[src/rtl/regfile_pkg.sv]
// Shared constants and helpers for the little-computer multi-port register file.
// Defaults track the RegWidth/NumRegs values in defs.vh.
package regfile_pkg;

   localparam int DEF_WIDTH    = 16;
   localparam int DEF_NUM_REGS = 8;
   localparam int DEF_AW       = $clog2(DEF_NUM_REGS);
   localparam int DEF_NUM_READ = 2;

   // Read port i occupies rd_addr[i*RD_SLICE +: RD_SLICE] at default sizing.
   localparam int RD_SLICE     = DEF_AW;

   // popcount works on a fixed-width vector; callers zero-extend (NUM_REGS <= MAX_REGS).
   localparam int MAX_REGS     = 64;
   localparam int CNT_W        = 7;

   function automatic logic [CNT_W-1:0] popcount(input logic [MAX_REGS-1:0] bits);
      logic [CNT_W-1:0] n;
      n = '0;
      for (int i = 0; i < MAX_REGS; i++) begin
         n = n + CNT_W'(bits[i]);
      end
      return n;
   endfunction

endpackage

[src/rtl/regfile_read_port.sv]
// One combinational read port: stored-value select, write-first forwarding,
// pending/busy reporting and optional r0 masking.
module regfile_read_port
   import regfile_pkg::*;
#(
   parameter int WIDTH    = DEF_WIDTH,
   parameter int NUM_REGS = DEF_NUM_REGS,
   parameter int AW       = $clog2(NUM_REGS),
   parameter int ZERO_REG = 0
) (
   input  logic [AW-1:0]             rd_addr,
   input  logic [NUM_REGS*WIDTH-1:0] reg_state,
   input  logic [NUM_REGS-1:0]       pending,
   input  logic                      wr_en,
   input  logic [AW-1:0]             wr_addr,
   input  logic [WIDTH-1:0]          wr_data,
   input  logic                      ld_en,
   input  logic [AW-1:0]             ld_addr,
   input  logic [WIDTH-1:0]          ld_data,
   output logic [WIDTH-1:0]          rd_data,
   output logic                      rd_busy
);

   logic [WIDTH-1:0] stored;
   logic             wr_fwd;
   logic             ld_fwd;

   always_comb begin
      stored = '0;
      for (int r = 0; r < NUM_REGS; r++) begin
         if (rd_addr == AW'(r)) stored = reg_state[r*WIDTH +: WIDTH];
      end

      wr_fwd = wr_en && (wr_addr == rd_addr);
      ld_fwd = ld_en && (ld_addr == rd_addr);

      // ALU result is younger than a returning load, so it wins the forward.
      if (wr_fwd)      rd_data = wr_data;
      else if (ld_fwd) rd_data = ld_data;
      else             rd_data = stored;

      rd_busy = pending[rd_addr] & ~ld_fwd;

      if (ZERO_REG != 0 && rd_addr == '0) begin
         rd_data = '0;
         rd_busy = 1'b0;
      end
   end

endmodule

[src/rtl/regfile_mp.sv]
// Multi-port register file: N forwarding read ports, ALU and load-return write
// ports, and a per-register pending scoreboard for outstanding loads.
module regfile_mp
   import regfile_pkg::*;
#(
   parameter int WIDTH    = DEF_WIDTH,
   parameter int NUM_REGS = DEF_NUM_REGS,
   parameter int AW       = $clog2(NUM_REGS),
   parameter int NUM_READ = DEF_NUM_READ,
   parameter int ZERO_REG = 0
) (
   input  logic                      CLK,
   input  logic                      RST,
   input  logic [NUM_READ*AW-1:0]    rd_addr,
   input  logic [NUM_READ-1:0]       rd_used,
   output logic [NUM_READ*WIDTH-1:0] rd_data,
   output logic [NUM_READ-1:0]       rd_busy,
   output logic                      hazard,
   input  logic                      wr_en,
   input  logic [AW-1:0]             wr_addr,
   input  logic [WIDTH-1:0]          wr_data,
   input  logic                      rsv_en,
   input  logic [AW-1:0]             rsv_addr,
   input  logic                      ld_en,
   input  logic [AW-1:0]             ld_addr,
   input  logic [WIDTH-1:0]          ld_data,
   output logic [NUM_REGS*WIDTH-1:0] reg_state,
   output logic [NUM_REGS-1:0]       pending,
   output logic [AW:0]               pending_cnt,
   output logic                      err
);

   localparam int CW = AW + 1;

   logic [WIDTH-1:0]    regs [NUM_REGS];
   logic [NUM_REGS-1:0] wr_hit;
   logic [NUM_REGS-1:0] ld_hit;
   logic [NUM_REGS-1:0] rsv_hit;
   logic [NUM_REGS-1:0] pending_next;
   logic                proto_err;

   // Protocol: rsv marks a register as owed by a load; the matching ld returns
   // the data and clears it. Any other ordering is flagged on err.
   always_comb begin
      for (int r = 0; r < NUM_REGS; r++) begin
         wr_hit[r]  = wr_en  && (wr_addr  == AW'(r));
         ld_hit[r]  = ld_en  && (ld_addr  == AW'(r));
         rsv_hit[r] = rsv_en && (rsv_addr == AW'(r));
      end
      if (ZERO_REG != 0) begin
         wr_hit[0]  = 1'b0;
         ld_hit[0]  = 1'b0;
         rsv_hit[0] = 1'b0;
      end

      pending_next = (pending & ~ld_hit) | rsv_hit;

      proto_err = (|(wr_hit  & pending & ~ld_hit)) |
                  (|(ld_hit  & ~pending))          |
                  (|(rsv_hit & pending & ~ld_hit));
   end

   always_ff @(posedge CLK or posedge RST) begin
      if (RST) begin
         for (int r = 0; r < NUM_REGS; r++) regs[r] <= '0;
         pending     <= '0;
         pending_cnt <= '0;
         err         <= 1'b0;
      end else begin
         for (int r = 0; r < NUM_REGS; r++) begin
            if (wr_hit[r])      regs[r] <= wr_data;
            else if (ld_hit[r]) regs[r] <= ld_data;
         end
         pending     <= pending_next;
         pending_cnt <= CW'(popcount(MAX_REGS'(pending_next)));
         if (proto_err) err <= 1'b1;
      end
   end

   for (genvar g = 0; g < NUM_REGS; g++) begin : g_state
      assign reg_state[g*WIDTH +: WIDTH] = regs[g];
   end

   for (genvar i = 0; i < NUM_READ; i++) begin : g_rd
      regfile_read_port #(
         .WIDTH    (WIDTH),
         .NUM_REGS (NUM_REGS),
         .AW       (AW),
         .ZERO_REG (ZERO_REG)
      ) u_rd (
         .rd_addr   (rd_addr[i*AW +: AW]),
         .reg_state (reg_state),
         .pending   (pending),
         .wr_en     (wr_en),
         .wr_addr   (wr_addr),
         .wr_data   (wr_data),
         .ld_en     (ld_en),
         .ld_addr   (ld_addr),
         .ld_data   (ld_data),
         .rd_data   (rd_data[i*WIDTH +: WIDTH]),
         .rd_busy   (rd_busy[i])
      );
   end

   assign hazard = |(rd_used & rd_busy);

endmodule

[config.mk]
export PLATFORM = sky130hd
export DESIGN_NAME = regfile_mp
export DESIGN_NICKNAME = d
export VERILOG_FILES = /design/src/rtl/regfile_pkg.sv /design/src/rtl/regfile_read_port.sv /design/src/rtl/regfile_mp.sv
export SDC_FILE = /design/constraint.sdc
export NUM_CORES = 1
export LEC_CHECK = 0
export CORE_MARGIN = 4
export CORE_UTILIZATION = 43
export CTS_CLUSTER_DIAMETER = 150
export DETAILED_ROUTE_END_ITERATION = 16
export GPL_ROUTABILITY_DRIVEN = 0
export HOLD_SLACK_MARGIN = 0.02
export PLACE_DENSITY = 0.78
export SLEW_MARGIN = 30
export SYNTH_ARGS = -nofsm -noshare
export SYNTH_HDL_FRONTEND = slang
export SYNTH_HIERARCHICAL = 1
export SYNTH_SLANG_ARGS = --single-unit
[constraint.sdc]
create_clock -name CLK -period 7.18 [get_ports CLK]
set_input_delay 1.436 -clock CLK [delete_from_list [all_inputs] [get_ports CLK]]
set_output_delay 1.436 -clock CLK [all_outputs]
set_load 0.01 [all_outputs]
==> qor.yml, run 1 <==
die:
  initial_utilization: 0.4352
  fp.coreArea_um2: 24250
  num_rows: 57
  dieArea_um2: 27110
  die_h_um: 164.7
  die_w_um: 164.7
  io_pins: 230
final_layout:
  drive_above_1_share: 0.09301
  fin_util: 0.5542
  finalNonFillerCells: 1626
  fin_nets: 1349
  syn2layout_area_growth_pct: 27.35
  multi_input_area_um2: 6292
  fin_area_um2: 13440
  regArea_um2: 3528
  nFillCells: 2165
synth:
  syn_inst: 1149
  ys_top_cells_by_count: "mux2i_1 (193), dfrtp_1 (141), nand2_1 (117)"
  synth.most_common_cell: "mux2i_1"
  synth_area_leaders: "dfrtp_1 (33%), mux2i_1 (18%), a2bb2oi_1 (5.3%)"
  ys_types: 51
  ys_ff_latch: 141
  synthFlopType: "dfrtp_1"
  yosysWarningCount: 6
  synth_nets: 1210
  post-synth-top-area-fraction: 0.3344
  async_reset_ff_frac: 1.000
  synth_edf_count: 0
  synth.largest_area_cell: "dfrtp_1"
  postSynthAreaPerCell_um2: 9.184
  syn_area_um2: 10550
  yosysSeqAreaShare: 0.3344
placement:
  placed_cells: 1593
  dpl_cell_area_um2: 12830
  port_buffers: 229
  dpl.hpwl_um: 26020
timing:
  skew_ns: 0.005746
  rsz0062_at_grt: "no"
  post-route-period-util: 0.8332
  max_freq_mhz: 167.2
  post-route-min-period_ns: 5.982
  setup_viol: 0
  tns_ns: 0
  worstMarginPinSlew_ns: 0.9237
  slew_violations: 0
  max_slew_margin: 0.3842
  finalHoldViolations: 0
critical_path:
  rr_worst_depth: 11
  startpoint_type: "input pin"
  worstSetupPathType: "in2out"
  r2r-end: "pending_cnt[2]"
  cp.arrival_ns: 4.55
  critPathMaxStageDelay_ns: 0.93
  cp_num_cells: 8
  cpMaxStageDelayCell: "clkdlybuf4s50_1"
  worstSetupStartpoint: "ld_addr[2]"
  cp_max_fo: 18
  path_buf_inv: 4
  critical_path_required_ns: 5.74
  critical_path.cell_chain: "clkdlybuf4s50_1 > xnor2_1 > nand4_2 > buf_4 > and2_1 > buf_4 > a311oi_2 > clkdlybuf4s50_1"
  reg2reg_from: "pending[0]"
  endpoint: "rd_data[23]"
  end_kind: "primary output"
  rrSetupSlack_ns: 4.06
  critPathTopFamily: "buffers and inverters"
cts:
  insertion_delay_ns: 0.42
  cts_tree: "built"
  clockBufferDepth: 2
  post_cts_buffers: 0
  cts.sinks: 141
  h-tree-depth: 4
  cts-root-buf: "clkbuf_16"
  cts_hold_buf: 0
  post_cts_resized: 0
  clk_pin_slew_ns: 0.06
  numCtsBuffers: 17
global_routing:
  grt_pass1_vias: 9664
  met3_usage: 0.08685
  met2_usage: 0.4392
  grtUsageMet1: 0.3864
  grtUsageTotal: 0.2863
  antenna_found_initial: 0
  overflow: 0
  grt_pass1_wl_um: 59130
  busiest_layer: "met2"
  grt_max_degree: 89
routing:
  wirelength_um: 39550
  wl_per_cell_um: 24.32
  via_per_inst: 6.245
  drtIter0Drc: 1070
  drc: 0
  dr_total_vias: 10155
  ant_nets: 0
  drt_pass1_iterations: 5
power:
  p_clk_frac: 0.260
  p_int_w: 0.002306
  p_total_w: 0.003540
  vdd_ir_drop_max_mv: 0.1402
  power.density_nw_per_um2: 263.4
  p_leak_nw: 5.566
  power_frac_seq: 0.343
  p_comb_frac: 0.397
  p_switching_w: 0.001234
  p_sw_frac: 0.3486
run_status:
  outcome: "complete, no violations"
min_path:
  hold_path.class: "reg2reg"
flow_run:
  max-cap-violations: 0
==> registers in the layout, summed over array words and instances, names as in the netlist <==
signal,count
reg_state,128
pending,8
pending_cnt,4
err,1
==> routing by layer <==
metal | vias up | part of all wire
li1 | 4504 | -
met1 | 4942 | 0.41
met2 | 624 | 0.45
met3 | 85 | 0.11
met4 | 0 | 0.027
met5 | - | 0
==> power groups by stage <==
stage	logic, W	clock network, W	registers (W)
global placement	0.00137	0	0.00121
CTS	0.00141	0.000926	0.00121
detailed placement	0.00140	0	0.00122
global route	0.00151	0.000957	0.00124
floorplan	0.000664	0	0.00123
finish	0.00140	0.000921	0.00122
==> cells in the final DEF, fill, tap and decap left out, types with 11 or more instances in the layout <==
| cell type | n |
|---|---|
| nor2b_1 | 34 |
| nor3_1 | 32 |
| o21ai_0 | 58 |
| o21ai_1 | 27 |
| dfrtp_1 | 141 |
| a221o_1 | 32 |
| a21oi_1 | 53 |
| mux2i_1 | 193 |
| xnor2_1 | 13 |
| clkbuf_16 | 17 |
| clkdlybuf4s50_1 | 223 |
| nand2_1 | 117 |
| nor2_1 | 82 |
| buf_4 | 36 |
| a2bb2oi_1 | 64 |
| inv_1 | 18 |
| a2111oi_0 | 32 |
| a311oi_1 | 11 |
| a311oi_2 | 22 |
==> metrics by stage <==
step                      hold WS, ns  worst slack, ns
after floorplan                0.6079            1.963
after global placement         0.5703            1.323
after detailed placement       0.5816            1.267
after CTS                      0.5976            1.238
after global routing           0.6333            1.077
final                          0.6083            1.198
==> worst min-delay path by stage <==
stage | end | from | slack [ns] | depth (start not counted)
floorplan | reg_state[0] | reg_state[0] | 0.61 | 2
global placement | reg_state[2] | reg_state[2] | 0.57 | 2
detailed placement | reg_state[1] | reg_state[1] | 0.58 | 2
CTS | reg_state[2] | reg_state[2] | 0.60 | 2
global route | reg_state[2] | reg_state[2] | 0.63 | 2
finish | reg_state[2] | reg_state[2] | 0.61 | 2
==> layout make-up <==
class	instances	share of cell area
Tap cell	324	0.03016
Inverter	19	0.005679
Clock inverter	11	0.01052
Clock buffer	21	0.03426
Timing Repair Buffer	265	0.1884
Sequential cell	141	0.2625
Antenna cell	1	0.0001862
Multi-Input combinational cell	844	0.4682
==> cell families after synthesis <==
group,Yosys count,share of synthesized area
AND/OR/NAND/NOR,316,0.1452
AO/OA/AOI/OAI,308,0.2226
multiplexers,200,0.1959
buffers and inverters,164,0.08003
flip-flops,141,0.3344
XOR/XNOR,13,0.01079
adder cells (fa/ha/maj),7,0.01115
==> worst register-to-register path: stages, from the launching register on <==
cell	delay (ns)
dfrtp_1	0.43
nand2b_1	0.13
o31ai_1	0.13
inv_1	0.10
fa_1	0.46
fa_1	0.52
fa_1	0.42
inv_1	0.07
ha_1	0.18
inv_1	0.07
fa_1	0.38
xnor2_1	0.13
Power figures use the tool's default switching activity.
==> run 2, diff against run 1 <==
--- a/config.mk
+++ b/config.mk
@@ -11,7 +11,7 @@
 export DETAILED_ROUTE_END_ITERATION = 16
 export GPL_ROUTABILITY_DRIVEN = 0
 export HOLD_SLACK_MARGIN = 0.02
-export PLACE_DENSITY = 0.78
+export PLACE_DENSITY = 0.8
 export SLEW_MARGIN = 30
 export SYNTH_ARGS = -nofsm -noshare
 export SYNTH_HDL_FRONTEND = slang
==> constraint.sdc (replaced) <==
create_clock -name CLK -period 4.9 [get_ports CLK]
set_input_delay 0.98 -clock CLK [delete_from_list [all_inputs] [get_ports CLK]]
set_output_delay 0.98 -clock CLK [all_outputs]
set_load 0.01 [all_outputs]
==> qor.yml, run 2 (synthesis gave the netlist of run 1 again) <==
cts:
  clk_pin_slew_ns: 0.06  # about the same
  cts-root-buf: "clkbuf_16"
  cts_tree: "built"
  cts_hold_buf: 0  # unchanged
  cts.sinks: 141  # unchanged
  numCtsBuffers: 17  # unchanged
  clockBufferDepth: 2  # unchanged
  h-tree-depth: 4  # unchanged
  post_cts_buffers: 0  # unchanged
  insertion_delay_ns: 0.43  # about the same
  post_cts_resized: 0  # unchanged
critical_path:
  rrSetupSlack_ns: 1.79  # -2.27 ns
  end_kind: "primary output"
  cp.arrival_ns: 3.78  # -0.77 ns
  worstSetupPathType: "in2out"
  startpoint_type: "input pin"
  critical_path_required_ns: 3.92  # -1.82 ns
  cp_max_fo: 11  # -7
timing:
  finalHoldViolations: 0  # unchanged
  skew_ns: 0.003348  # -0.002398 ns
  setup_viol: 0  # unchanged
  max_slew_margin: 0.2914  # -0.09279
  post-route-min-period_ns: 4.760
  rsz0062_at_grt: "no"
  tns_ns: 0  # unchanged
  max_freq_mhz: 210.1
  post-route-period-util: 0.9714
  fin_ws_ns: 0.1399  # -1.058 ns
  slew_violations: 0  # unchanged
  worstMarginPinSlew_ns: 1.061  # +0.1376 ns
final_layout:
  fin_nets: 1374  # +1.9%
  syn2layout_area_growth_pct: 30.00
  final_common_cell: "clkdlybuf4s50_1"
  diodes: 0  # -1
  drive_above_1_share: 0.1109  # +0.01785
  nFillCells: 2111  # -2.5%
  largest_reg_flops: 128  # unchanged
  final_cell_mix: "clkdlybuf4s50_1 (223), mux2i_1 (193), dfrtp_1 (141)"
die:
  dieArea_um2: 27110  # unchanged
  num_rows: 57  # unchanged
  die_w_um: 164.7  # unchanged
  die_h_um: 164.7  # unchanged
  io_pins: 230  # unchanged
  initial_utilization: 0.4352  # unchanged
  fp.coreArea_um2: 24250  # unchanged
routing:
  dr_total_vias: 10508  # +3.5%
  drc: 0  # unchanged
  wl_per_cell_um: 24.74  # +1.7%
  drt_pass1_iterations: 6  # +1
  via_per_inst: 6.368  # +2.0%
  ant_nets: 0  # unchanged
  drtIter0Drc: 1117  # +4.4%
  wirelength_um: 40820  # +3.2%
power:
  vdd_ir_drop_max_mv: 0.1812  # +29%
  p_int_w: 0.003489  # +51%
  p_comb_frac: 0.391  # -0.006
  p_clk_frac: 0.273  # +0.013
  p_sw_frac: 0.3458  # -0.002758
  p_leak_nw: 5.726  # +2.9%
  p_switching_w: 0.001844  # +49%
  power.density_nw_per_um2: 388.8  # +48%
  power_frac_seq: 0.336  # -0.007
global_routing:
  grtUsageMet1: 0.3842  # -0.002163
  overflow: 0  # unchanged
  met3_usage: 0.09059  # +0.003743
  grtUsageTotal: 0.2945  # +0.008252
  met2_usage: 0.4540  # +0.01472
  busiest_layer: "met2"
  antenna_found_initial: 0  # unchanged
  grt_max_degree: 96  # +7.9%
  grt_pass1_vias: 10443  # +8.1%
  grt_pass1_wl_um: 61280  # +3.6%
placement:
  port_buffers: 229  # unchanged
  dpl.hpwl_um: 27660  # +6.3%
  post-place-ws_ns: 0.1736  # -1.093 ns
min_path:
  hold_path.class: "reg2reg"
run_status:
  outcome: "complete, no violations"
flow_run:
  max-cap-violations: 0  # unchanged
==> run 2: per-stage QoR <==
stage / utilization / power (W) / instance area (um2) / hold slack (ns) / instances
final: 0.5657 / 0.005333 / 13720 / 0.6062 / 1650
after global routing: 0.5657 / 0.005584 / 13720 / 0.6349 / 1650
after CTS: 0.5656 / 0.005333 / 13720 / 0.6070 / 1650
after detailed placement: 0.5386 / 0.003866 / 13060 / 0.5944 / 1618
after global placement: 0.5383 / 0.003814 / 13050 / 0.5760 / 1617
after floorplan: - / 0.002776 / 10550 / 0.6079 / 1149
==> run 2: critical path, cell delays in order <==
cell and delay, ns:
clkdlybuf4s50_1 0.83, xnor2_1 0.21, nand4_2 0.13, and2_1 0.42, buf_4 0.32, a311oi_2 0.29
clkdlybuf4s50_1 0.60
==> run 2: area by class of cell <==
| cell class | instances | area [um2] | share of cell area |
|---|---|---|---|
| clock buffer | 19 | 442.9 | 0.03229 |
| sequential | 141 | 3528 | 0.2572 |
| inverter | 19 | 78.83 | 0.005746 |
| tap | 324 | 405.4 | 0.02955 |
| timing repair buffer | 290 | 2758 | 0.2010 |
| clock inverter | 13 | 212.7 | 0.01551 |
| multi-input combinational | 844 | 6292 | 0.4587 |
==> run 2: final timing paths <==
| kind | from | to | cells after the start |
|---|---|---|---|
| max | ld_addr[2] | rd_data[24] | 7 |
| min | reg_state[2] | reg_state[2] | 2 |
| max reg2reg | pending[0] | pending_cnt[2] | 11 |
| min reg2reg | reg_state[2] | reg_state[2] | 2 |
| max in group asynchronous | RST | reg_state[80] | 3 |
| min in group asynchronous | RST | reg_state[6] | 2 |
==> run 2: power groups by stage <==
stage / registers (W) / logic (W) / clock network, W
after floorplan: 0.00180 / 0.000973 / 0
after global placement: 0.00178 / 0.00203 / 0
after detailed placement: 0.00179 / 0.00207 / 0
after CTS: 0.00178 / 0.00209 / 0.00147
after global routing: 0.00182 / 0.00224 / 0.00151
final: 0.00179 / 0.00209 / 0.00145
==> run 2: routing by layer <==
layer,share of wire,wire (um)
met3,0.12,5017
met4,0.037,1530
met1,0.39,15770
met5,0,0
met2,0.45,18500
==> run 3, diff against run 2 <==
--- a/config.mk
+++ b/config.mk
@@ -12,7 +12,7 @@
 export GPL_ROUTABILITY_DRIVEN = 0
 export HOLD_SLACK_MARGIN = 0.02
 export PLACE_DENSITY = 0.8
-export SLEW_MARGIN = 30
+export SLEW_MARGIN = 5
 export SYNTH_ARGS = -nofsm -noshare
 export SYNTH_HDL_FRONTEND = slang
 export SYNTH_HIERARCHICAL = 1
==> qor.yml, run 3 (synthesis gave the netlist of run 1 again) <==
critical_path:
  critical_path.cell_chain: "clkdlybuf4s50_1 > xnor2_1 > nand4_2 > and2_1 > buf_4 > a311oi_2 > clkdlybuf4s50_1"
  startpoint_type: "input pin"
  crit_top_cell: "clkdlybuf4s50_1"
  cp_num_cells: 7  # unchanged
  critical_path_required_ns: 3.92  # about the same
  worstSetupPathType: "in2out"
  path_buf_inv: 3  # unchanged
  cp.arrival_ns: 3.78  # about the same
  rr_worst_depth: 11  # unchanged
  cpMaxStageDelayCell: "clkdlybuf4s50_1"
  cp_max_fo: 11  # unchanged
  critPathMaxStageDelay_ns: 0.85  # +0.02 ns
  end_kind: "primary output"
  critPathTopFamily: "buffers and inverters"
cts:
  cts_hold_buf: 0  # unchanged
  post_cts_resized: 0  # unchanged
  h-tree-depth: 4  # unchanged
  insertion_delay_ns: 0.43  # about the same
  post_cts_buffers: 0  # unchanged
  clk_pin_slew_ns: 0.06  # about the same
  clockBufferDepth: 2  # unchanged
  numCtsBuffers: 17  # unchanged
  cts-root-buf: "clkbuf_16"
  cts.sinks: 141  # unchanged
  cts_tree: "built"
routing:
  ant_nets: 0  # unchanged
  wirelength_um: 40650  # -0.41%
  drc: 0  # unchanged
  drtIter0Drc: 1204  # +7.8%
  wl_per_cell_um: 24.65  # -0.35%
  via_per_inst: 6.355  # -0.21%
  drt_pass1_iterations: 6  # unchanged
  dr_total_vias: 10480  # -0.27%
timing:
  setup_viol: 0  # unchanged
  max_slew_margin: 0.2537  # -0.03773
  slew_violations: 0  # unchanged
  post-route-min-period_ns: 4.759  # -0.001223 ns
  max_freq_mhz: 210.1  # about the same
  worstMarginPinSlew_ns: 1.118  # +0.05650 ns
  rsz0062_at_grt: "no"
  finalHoldViolations: 0  # unchanged
  skew_ns: 0.003044  # -0.0003040 ns
  post-route-period-util: 0.9712  # about the same
  tns_ns: 0  # unchanged
placement:
  dpl.hpwl_um: 27580  # -0.31%
  placed_cells: 1617  # -0.062%
  port_buffers: 229  # unchanged
die:
  io_pins: 230  # unchanged
  die_w_um: 164.7  # unchanged
  initial_utilization: 0.4352  # unchanged
  die_h_um: 164.7  # unchanged
  fp.coreArea_um2: 24250  # unchanged
  dieArea_um2: 27110  # unchanged
  num_rows: 57  # unchanged
global_routing:
  grt_pass1_vias: 10276  # -1.6%
  overflow: 0  # unchanged
  grt_pass1_wl_um: 61080  # -0.33%
  grtUsageTotal: 0.2931  # -0.001360
  grt_max_degree: 96  # unchanged
  grtUsageMet1: 0.3880  # +0.003728
  met3_usage: 0.08660  # -0.003993
  busiest_layer: "met2"
  antenna_found_initial: 0  # unchanged
  met2_usage: 0.4560  # +0.002050
run_status:
  outcome: "complete, no violations"
final_layout:
  diodes: 0  # unchanged
  finalNonFillerCells: 1649  # -0.061%
  fin_nets: 1373  # -0.073%
  largest_reg_flops: 128  # unchanged
  drive_above_1_share: 0.1109  # about the same
  syn2layout_area_growth_pct: 29.36
  nFillCells: 2123  # +0.57%
  final_common_cell: "clkdlybuf4s50_1"
  final_cell_mix: "clkdlybuf4s50_1 (223), mux2i_1 (193), dfrtp_1 (141)"
min_path:
  min_path_cells: 2  # unchanged
  hold_path.class: "reg2reg"
power:
  power.density_nw_per_um2: 381.8  # -1.8%
  p_leak_nw: 5.696  # -0.52%
  vdd_ir_drop_max_mv: 0.1697  # -6.4%
flow_run:
  max-cap-violations: 0  # unchanged
-- run 3: cell types whose count changed in the layout (fill, tap and decap cells not counted) --
cell	before	now
buf_4	58	57
clkinvlp_4	3	2
clkinv_4	2	6
clkbuf_1	1	0
bufinv_16	5	2
inv_8	1	0
inv_6	2	4
-- run 3: worst min-delay path: cells and delay by family, from the launching register on --
family | cells | cell delay, ns
compound gates | 1 | 0.11
mux | 1 | 0.08
flops | 1 | 0.37
-- run 3: report_power, final --
group / total, W / switching [W] / internal (W)
sequential: 0.00179 / 0.000364 / 0.00143
clock: 0.00134 / 0.000564 / 0.000772
combinational: 0.00208 / 0.000945 / 0.00114
-- run 3: through the flow --
stage                     area (um2)  hold WS (ns)    util  power, W  setup WS [ns]
after global placement         13050        0.5760  0.5383  0.003814         0.2794
after CTS                      13650        0.6064  0.5630  0.005202         0.2087
final                          13650        0.6020  0.5630  0.005212         0.1412
after detailed placement       13050        0.5930  0.5383  0.003861         0.1661
after floorplan                10550        0.6079       -  0.002776         0.1388
after global routing           13650        0.6346  0.5630  0.005453        0.07233
-- run 3: final timing paths --
kind                                   to  slack, ns    startpoint
setup reg to reg           pending_cnt[2]       1.82    pending[0]
min in group asynchronous   reg_state[56]       1.12           RST
hold / removal               reg_state[2]       0.60  reg_state[2]
hold reg to reg              reg_state[2]       0.60  reg_state[2]
max in group asynchronous   reg_state[80]       2.85           RST
setup / recovery              rd_data[24]       0.14    ld_addr[2]
-- run 3: cell type report --
cell class / count / area, um2 / area share
clock buffers: 18 / 439.2 / 0.03217
clock inverters: 14 / 158.9 / 0.01164
inverters: 19 / 76.32 / 0.005591
multi-input cells: 844 / 6292 / 0.4610
flip-flops and latches: 141 / 3528 / 0.2585
well taps: 324 / 405.4 / 0.02970
repair buffers: 289 / 2750 / 0.2015
-- run 3: per-layer routing --
metal / wire length [um] / vias to the layer above
li1: - / 4553
met1: 15760 / 5053
met2: 18440 / 754
met3: 5092 / 120
met4: 1353 / 0
met5: 0 / -
